--- src/rtl/hazard_fwd_ctrl_pkg.sv ---
// Shared types and constants for the hazard/forwarding controller of the
// five-stage MIPS pipeline: bypass-select encodings, the Tuse "unused"
// marker and the scoreboard entry layout.
package hazard_fwd_ctrl_pkg;

  localparam int REG_AW = 5;
  localparam int TW     = 2;
  localparam int CNT_W  = 32;

  // Bypass mux select encoding, shared by every fwd_* output.
  // 2'b11 is never produced.
  localparam logic [1:0] FWD_RF = 2'b00;
  localparam logic [1:0] FWD_M  = 2'b01;
  localparam logic [1:0] FWD_W  = 2'b10;

  // Tuse value meaning "this operand is not read".
  localparam logic [TW-1:0] TUSE_NONE = 2'b11;

  typedef logic [REG_AW-1:0] reg_addr_t;

  // One scoreboard entry: a pending register write.
  // tnew counts the cycles left until the result exists in the pipeline.
  typedef struct packed {
    logic            valid;
    reg_addr_t       dst;
    logic [TW-1:0]   tnew;
  } entry_t;

endpackage

--- src/rtl/hazard_fwd_ctrl_if.sv ---
// Bundle between the decode stage and the hazard/forwarding controller:
// D-stage operand/destination description in, stall and bypass selects out.
interface hazard_fwd_ctrl_if;
  import hazard_fwd_ctrl_pkg::*;

  reg_addr_t         d_rs;
  reg_addr_t         d_rt;
  logic [TW-1:0]     d_tuse_rs;
  logic [TW-1:0]     d_tuse_rt;
  reg_addr_t         d_dst;
  logic [TW-1:0]     d_tnew;

  logic              stall;
  logic [1:0]        fwd_d_rs;
  logic [1:0]        fwd_d_rt;
  logic [1:0]        fwd_e_rs;
  logic [1:0]        fwd_e_rt;
  logic [1:0]        fwd_m_rt;
  logic [CNT_W-1:0]  stall_cnt;

  // Pipeline side: describes the D instruction, consumes the decisions.
  modport master (
    output d_rs, d_rt, d_tuse_rs, d_tuse_rt, d_dst, d_tnew,
    input  stall, fwd_d_rs, fwd_d_rt, fwd_e_rs, fwd_e_rt, fwd_m_rt, stall_cnt
  );

  // Controller side.
  modport slave (
    input  d_rs, d_rt, d_tuse_rs, d_tuse_rt, d_dst, d_tnew,
    output stall, fwd_d_rs, fwd_d_rt, fwd_e_rs, fwd_e_rt, fwd_m_rt, stall_cnt
  );

endinterface

--- src/rtl/hazard_entry_reg.sv ---
// One scoreboard entry register. Loads the entry presented at d every
// cycle, or an all-zero bubble when requested, and optionally ages tnew by
// one with saturation at zero while it moves to the next stage.
module hazard_entry_reg
  import hazard_fwd_ctrl_pkg::*;
(
  input  logic   clk,
  input  logic   rst_n,
  input  entry_t d,
  input  logic   bubble,
  input  logic   dec,
  output entry_t q
);

  function automatic logic [TW-1:0] tnew_dec_sat(input logic [TW-1:0] t);
    return (t == '0) ? '0 : (t - TW'(1));
  endfunction

  // Entry flop: bubble clears every field, otherwise capture and age tnew.
  always_ff @(posedge clk or negedge rst_n) begin
    if (!rst_n) begin
      q <= '0;
    end else if (bubble) begin
      q <= '0;
    end else begin
      q.valid <= d.valid;
      q.dst   <= d.dst;
      q.tnew  <= dec ? tnew_dec_sat(d.tnew) : d.tnew;
    end
  end

endmodule

--- src/rtl/hazard_fwd_ctrl.sv ---
// Scoreboard-based hazard and forwarding controller. Tracks the pending
// writes of the instructions in E, M and W, stalls the D instruction when an
// operand will not be ready by its Tuse, and drives the bypass selects for
// the D compare, E ALU and M store-data muxes.
module hazard_fwd_ctrl
  import hazard_fwd_ctrl_pkg::*;
(
  input  logic             clk,
  input  logic             rst_n,
  hazard_fwd_ctrl_if.slave bus
);

  entry_t           d_ent;
  entry_t           ent_e_p0;
  entry_t           ent_m_p1;
  entry_t           ent_w_p2;
  reg_addr_t        e_rs_p0;
  reg_addr_t        e_rt_p0;
  reg_addr_t        m_rt_p1;
  logic             stall_d;
  logic [1:0]       fwd_d_rs_d;
  logic [1:0]       fwd_d_rt_d;
  logic [1:0]       fwd_e_rs_d;
  logic [1:0]       fwd_e_rt_d;
  logic [1:0]       fwd_m_rt_d;
  logic [CNT_W-1:0] stall_cnt_q;

  // Register 0 and empty/bubble entries never produce a hazard.
  function automatic logic ent_match(input entry_t e, input reg_addr_t r);
    return e.valid && (e.dst != '0) && (e.dst == r);
  endfunction

  // Nearest producer decides: E first, then M. A producer in W has already
  // written its result into the pipeline and never causes a stall.
  function automatic logic op_stall(input reg_addr_t r, input logic [TW-1:0] tuse,
                                    input entry_t e, input entry_t m);
    if (tuse == TUSE_NONE) return 1'b0;
    if (ent_match(e, r))   return e.tnew > tuse;
    if (ent_match(m, r))   return m.tnew > tuse;
    return 1'b0;
  endfunction

  // M/W bypass select with M taking priority. A matching M entry that is not
  // yet ready still hides an older W copy, so a stale value is never picked.
  function automatic logic [1:0] near_sel(input reg_addr_t r, input entry_t m,
                                          input entry_t w);
    if (ent_match(m, r)) return (m.tnew == '0) ? FWD_M : FWD_RF;
    if (ent_match(w, r)) return FWD_W;
    return FWD_RF;
  endfunction

  function automatic logic [CNT_W-1:0] cnt_inc_sat(input logic [CNT_W-1:0] c);
    return (c == '1) ? c : (c + CNT_W'(1));
  endfunction

  // D instruction as it would enter E when not stalled.
  always_comb begin
    d_ent       = '0;
    d_ent.valid = 1'b1;
    d_ent.dst   = bus.d_dst;
    d_ent.tnew  = bus.d_tnew;
  end

  // ---- D -> E boundary (p0): bubble inserted while stalled ----
  hazard_entry_reg u_ent_e (
    .clk    (clk),
    .rst_n  (rst_n),
    .d      (d_ent),
    .bubble (stall_d),
    .dec    (1'b0),
    .q      (ent_e_p0)
  );

  // ---- E -> M boundary (p1): tnew ages by one ----
  hazard_entry_reg u_ent_m (
    .clk    (clk),
    .rst_n  (rst_n),
    .d      (ent_e_p0),
    .bubble (1'b0),
    .dec    (1'b1),
    .q      (ent_m_p1)
  );

  // ---- M -> W boundary (p2): tnew ages by one ----
  hazard_entry_reg u_ent_w (
    .clk    (clk),
    .rst_n  (rst_n),
    .d      (ent_m_p1),
    .bubble (1'b0),
    .dec    (1'b1),
    .q      (ent_w_p2)
  );

  // Source registers travelling with the E entry, and the store-data rt with M.
  always_ff @(posedge clk or negedge rst_n) begin
    if (!rst_n) begin
      e_rs_p0 <= '0;
      e_rt_p0 <= '0;
      m_rt_p1 <= '0;
    end else begin
      e_rs_p0 <= stall_d ? '0 : bus.d_rs;
      e_rt_p0 <= stall_d ? '0 : bus.d_rt;
      m_rt_p1 <= e_rt_p0;
    end
  end

  // Stall decision and all bypass selects.
  always_comb begin
    stall_d    = op_stall(bus.d_rs, bus.d_tuse_rs, ent_e_p0, ent_m_p1) |
                 op_stall(bus.d_rt, bus.d_tuse_rt, ent_e_p0, ent_m_p1);
    // A producer still in E cannot be bypassed into D; stall covers it.
    fwd_d_rs_d = ent_match(ent_e_p0, bus.d_rs) ? FWD_RF
                                               : near_sel(bus.d_rs, ent_m_p1, ent_w_p2);
    fwd_d_rt_d = ent_match(ent_e_p0, bus.d_rt) ? FWD_RF
                                               : near_sel(bus.d_rt, ent_m_p1, ent_w_p2);
    fwd_e_rs_d = near_sel(e_rs_p0, ent_m_p1, ent_w_p2);
    fwd_e_rt_d = near_sel(e_rt_p0, ent_m_p1, ent_w_p2);
    fwd_m_rt_d = ent_match(ent_w_p2, m_rt_p1) ? FWD_W : FWD_RF;
  end

  // Saturating count of cycles spent stalled.
  always_ff @(posedge clk or negedge rst_n) begin
    if (!rst_n) begin
      stall_cnt_q <= '0;
    end else if (stall_d) begin
      stall_cnt_q <= cnt_inc_sat(stall_cnt_q);
    end
  end

  assign bus.stall     = stall_d;
  assign bus.fwd_d_rs  = fwd_d_rs_d;
  assign bus.fwd_d_rt  = fwd_d_rt_d;
  assign bus.fwd_e_rs  = fwd_e_rs_d;
  assign bus.fwd_e_rt  = fwd_e_rt_d;
  assign bus.fwd_m_rt  = fwd_m_rt_d;
  assign bus.stall_cnt = stall_cnt_q;

endmodule

--- src/flat_wrapper.sv ---
// flat-port wrapper written by rule: the top's interface ports become plain ports
module hazard_fwd_ctrl_flat import hazard_fwd_ctrl_pkg::*;
  (clk, rst_n, bus_d_rs, bus_d_rt, bus_d_tuse_rs, bus_d_tuse_rt, bus_d_dst, bus_d_tnew, bus_stall, bus_fwd_d_rs, bus_fwd_d_rt, bus_fwd_e_rs, bus_fwd_e_rt, bus_fwd_m_rt, bus_stall_cnt);
  hazard_fwd_ctrl_if bus_i ();
  input  logic clk;
  input  logic rst_n;
  input wire logic [$bits(bus_i.d_rs)-1:0] bus_d_rs;
  input wire logic [$bits(bus_i.d_rt)-1:0] bus_d_rt;
  input wire logic [$bits(bus_i.d_tuse_rs)-1:0] bus_d_tuse_rs;
  input wire logic [$bits(bus_i.d_tuse_rt)-1:0] bus_d_tuse_rt;
  input wire logic [$bits(bus_i.d_dst)-1:0] bus_d_dst;
  input wire logic [$bits(bus_i.d_tnew)-1:0] bus_d_tnew;
  output wire logic [$bits(bus_i.stall)-1:0] bus_stall;
  output wire logic [$bits(bus_i.fwd_d_rs)-1:0] bus_fwd_d_rs;
  output wire logic [$bits(bus_i.fwd_d_rt)-1:0] bus_fwd_d_rt;
  output wire logic [$bits(bus_i.fwd_e_rs)-1:0] bus_fwd_e_rs;
  output wire logic [$bits(bus_i.fwd_e_rt)-1:0] bus_fwd_e_rt;
  output wire logic [$bits(bus_i.fwd_m_rt)-1:0] bus_fwd_m_rt;
  output wire logic [$bits(bus_i.stall_cnt)-1:0] bus_stall_cnt;
  assign bus_i.d_rs = bus_d_rs;
  assign bus_i.d_rt = bus_d_rt;
  assign bus_i.d_tuse_rs = bus_d_tuse_rs;
  assign bus_i.d_tuse_rt = bus_d_tuse_rt;
  assign bus_i.d_dst = bus_d_dst;
  assign bus_i.d_tnew = bus_d_tnew;
  assign bus_stall = bus_i.stall;
  assign bus_fwd_d_rs = bus_i.fwd_d_rs;
  assign bus_fwd_d_rt = bus_i.fwd_d_rt;
  assign bus_fwd_e_rs = bus_i.fwd_e_rs;
  assign bus_fwd_e_rt = bus_i.fwd_e_rt;
  assign bus_fwd_m_rt = bus_i.fwd_m_rt;
  assign bus_stall_cnt = bus_i.stall_cnt;
  hazard_fwd_ctrl u_core (.clk(clk), .rst_n(rst_n), .bus(bus_i));
endmodule
--- config.mk ---
export PLATFORM = sky130hd
export DESIGN_NAME = hazard_fwd_ctrl_flat
export DESIGN_NICKNAME = d
export VERILOG_FILES = /design/src/rtl/hazard_fwd_ctrl_pkg.sv /design/src/rtl/hazard_fwd_ctrl_if.sv /design/src/rtl/hazard_entry_reg.sv /design/src/rtl/hazard_fwd_ctrl.sv /design/src/flat_wrapper.sv
export SDC_FILE = /design/constraint.sdc
export NUM_CORES = 1
export LEC_CHECK = 0
export ABC_AREA = 1
export CORE_ASPECT_RATIO = 0.9
export CORE_MARGIN = 8
export CORE_UTILIZATION = 40
export CTS_CLUSTER_DIAMETER = 200
export DETAILED_ROUTE_END_ITERATION = 7
export HOLD_SLACK_MARGIN = 0.15
export SLEW_MARGIN = 15
export SYNTH_ARGS = -nofsm -noshare
export SYNTH_HDL_FRONTEND = slang
export SYNTH_SLANG_ARGS = --single-unit
--- constraint.sdc ---
create_clock -name clk -period 1.9 [get_ports clk]
set_input_delay 0.285 -clock clk [delete_from_list [all_inputs] [get_ports clk]]
set_output_delay 0.285 -clock clk [all_outputs]
set_load 0.05 [all_outputs]
==> metrics <==
Pwr per Cell Area=701.1 mW/mm2; CP max-delay cell=dfrtp_1; Synth Warn #=0; Area after DPL=0.005460 mm2; Initial Util=41.36%; DRC=0; Setup CP Type=reg -> out; Num CTS Buffers=9; die area=0.01420 mm2; routed wire length=13.16 mm; CTS clk-pin slew, worst paths=0.06 ns; Nets=695; outcome=finished with violations; WHS=0.3607 ns; H-tree depth=3; Slew Limit Headroom=64.96%; XOR/XNOR Fraction of Synth Area=16.05%; CP Launch Type=register; Hold Crit Class=in -> async; Core Area=0.01029 mm2; slowest cell delay on critical path=0.43 ns; crit-path leading delay family=buffers and inverters; critical path capture point type=output pin; die height=113.9 um; simple-gate share of the synthesized area=32.22%; clk_lat worst skew=0.33 ns; Mapped Area=0.004257 mm2; #FFs+latches synth=69; Netlist cell types=32; Wirelength per Cell=16.52 um; vias per inst=5.109; Critical Path, Cell by Cell=nor2_2 -> nand3_2 -> o21ai_4 -> buf_6 -> nor4_4 -> buf_4 -> nor2_4 -> buf_12; CP max FO=3; Max Freq=0.4673 GHz; slew at the pin closest to its max-slew limit=0.5248 ns; EDFF count, synth=0; Sinks on Clock Net=69; clk buf depth=2; Syn Area/Cell=7.839 um2; max-capacitance violation count=0; share of post-route cells with drive strength above 1=33.08%; final non-filler cell area=0.006337 mm2; violated checks=negative setup slack; area grow syn2layout=48.88%; placed cells=766; Tmin final=2.140 ns; Via Count=4072; leak pwr=0.003055 uW; Ports=66; async set-reset flop share out of synthesis=100.0%; final hold vios=0; Antenna Cells=0; non-filler instance count after layout=797; GRT overflow=0; Initial DRC Count=334; final setup vio count=52; Post-DP HPWL=9.598 mm; num rows=35; GP Congestion=0.8936; initial antenna violation count=0; Peak VDD IR=572.1 uV; Critical Path AT=1.86 ns; TritonCTS clock tree=done; Clock Skews=0.008500 ns; Post-Synth Adder-Cell Area=2.646%; Final Max Slew Viols=0; post-synth net total=575; first-pass GRT wire length=21.06 mm; Final ANT Viol Nets=0; sequential fraction of the synthesis area=40.56%; Mapped Cells=543; Req. time, crit path=1.62 ns; Synth Area in Compound Gates=0.9994%; Tcrit/Tclk final=112.6%; setup ws final=-0.2401 ns; Crit path buffers/inverters=3; GRT Total Usage=18.11%; RSZ-0062 raised after global routing=true; TNS Setup=-3.856 ns; mux cell area share after synthesis=0%; die width=124.7 um; clock root buffer=clkbuf_16; DP Worst Slack=-0.4055 ns; largest family of logic cells by synthesized area=simple AND/OR/NAND/NOR gates; Buffers on Ports=64; vias in the first global route=3940; Post-synth top flop=dfrtp_1; largest net degree at the start of global routing=38; Initial DRT Pass Iterations=5
==> where the power goes <==
part | switching [uW] | leakage, uW | total [uW] | internal, uW
clock network | 630 | 0.000133 | 1550 | 918
logic | 645 | 0.00208 | 1180 | 532
registers | 143 | 0.000842 | 1720 | 1580
==> placed cells by master, fill, tap and decap left out, types with 14 or more instances in the layout <==
master / Yosys / routed
xor2_1: 41 / 41
nand3_1: 51 / 42
buf_4: 1 / 76
xnor2_1: 37 / 23
inv_1: 52 / 49
buf_6: 3 / 14
buf_12: 0 / 15
nand2_1: 141 / 128
nor3_1: 17 / 15
dfrtp_2: 0 / 23
dfrtp_1: 69 / 46
nor2_1: 59 / 44
==> cell type report <==
type	instances	area [um2]
clock inverters	4	26.28
multi-input cells	400	2661
clock buffers	12	246.5
inverters	52	197.7
well taps	129	161.4
repair buffers	131	1289
fillers	898	3954
flip-flops and latches	69	1755
==> synthesized netlist by cell type, types with 2 or more instances <==
| library cell | number | share of area (%) |
|---|---|---|
| xnor2_1 | 37 | 7.6 |
| nor3_1 | 17 | 2.0 |
| a21oi_1 | 5 | 0.59 |
| clkbuf_2 | 2 | 0.24 |
| or2_2 | 2 | 0.29 |
| nor4_1 | 8 | 1.2 |
| nand2_2 | 2 | 0.29 |
| nand3_1 | 51 | 6.0 |
| nor3b_1 | 2 | 0.35 |
| nand3_4 | 2 | 0.82 |
| ha_1 | 9 | 2.6 |
| xor2_1 | 41 | 8.4 |
| dfrtp_1 | 69 | 41 |
| nand3b_1 | 2 | 0.35 |
| buf_6 | 3 | 0.79 |
| buf_1 | 2 | 0.18 |
| nor2_1 | 59 | 5.2 |
| clkbuf_1 | 6 | 0.53 |
| inv_1 | 52 | 4.6 |
| nand4_1 | 13 | 1.9 |
| buf_2 | 8 | 0.94 |
| nand2_1 | 141 | 12 |
==> kinds of logic (layout without fill, tap and decap cells) <==
logic type      Yosys count  in the layout
buf+inv                  74            199
simple gates            304            304
compound gates            8              8
flops                    69             69
other cells               1              1
xor+xnor                 78             78
fa+ha+maj                 9              9
==> final timing paths <==
kind / from / end / slack (ns) / cells past startpoint
min in group clk: bus_d_rs[1] / u_core.e_rs_p0[1] / 0.39 / 3
worst max register to register: u_core.u_ent_m.q[3] / u_core.bus.stall_cnt[8] / -0.07 / 13
worst max-delay path: u_core.u_ent_m.q[6] / bus_fwd_e_rs[1] / -0.24 / 8
worst min-delay path: rst_n / u_core.m_rt_p1[4] / 0.36 / 2
max in group asynchronous: rst_n / u_core.bus.stall_cnt[1] / 0.91 / 3
worst min register to register: u_core.u_ent_e.q[7] / u_core.u_ent_m.q[7] / 0.43 / 0
==> sequential cells by signal, summed over array words and instances, names as in the netlist <==
name and cells:
u_core.e_rs_p0 5, u_core.u_ent_m.q 8, u_core.bus.stall_cnt 32, u_core.e_rt_p0 5
u_core.u_ent_e.q 8, u_core.m_rt_p1 5, u_core.u_ent_w.q 6
==> what timing repair did <==
action / in CTS / in global routing
buffers inserted: 8 / 5
cloned: 0 / 1
gates resized for setup: 68 / 49
hold buffers: 1 / 0
endpoints found under the hold margin: 43 / 0
pin swaps: 23 / 32
endpoints found under the setup margin: 45 / 60
==> per-stage QoR <==
| stage | power (uW) | utilization [%] |
|---|---|---|
| 3_5_place_dp | 2667 | 53.06 |
| 4_1_cts | 4324 | 58.57 |
| 3_3_place_gp | 2655 | 53.06 |
| 6_report | 4443 | 61.58 |
| 2_1_floorplan | 2256 | - |
| 5_1_grt | 4634 | 61.58 |
==> layer usage <==
layer | track usage (%) | wire length (um) | vias to the layer above
li1 | - | - | 1957
met1 | 25.44 | 6258 | 1974
met2 | 28.08 | 5978 | 128
met3 | 3.431 | 796 | 13
met4 | 4.090 | 131 | 0
met5 | 0 | 0 | -
No activity file was read; power rests on OpenSTA's default activity.
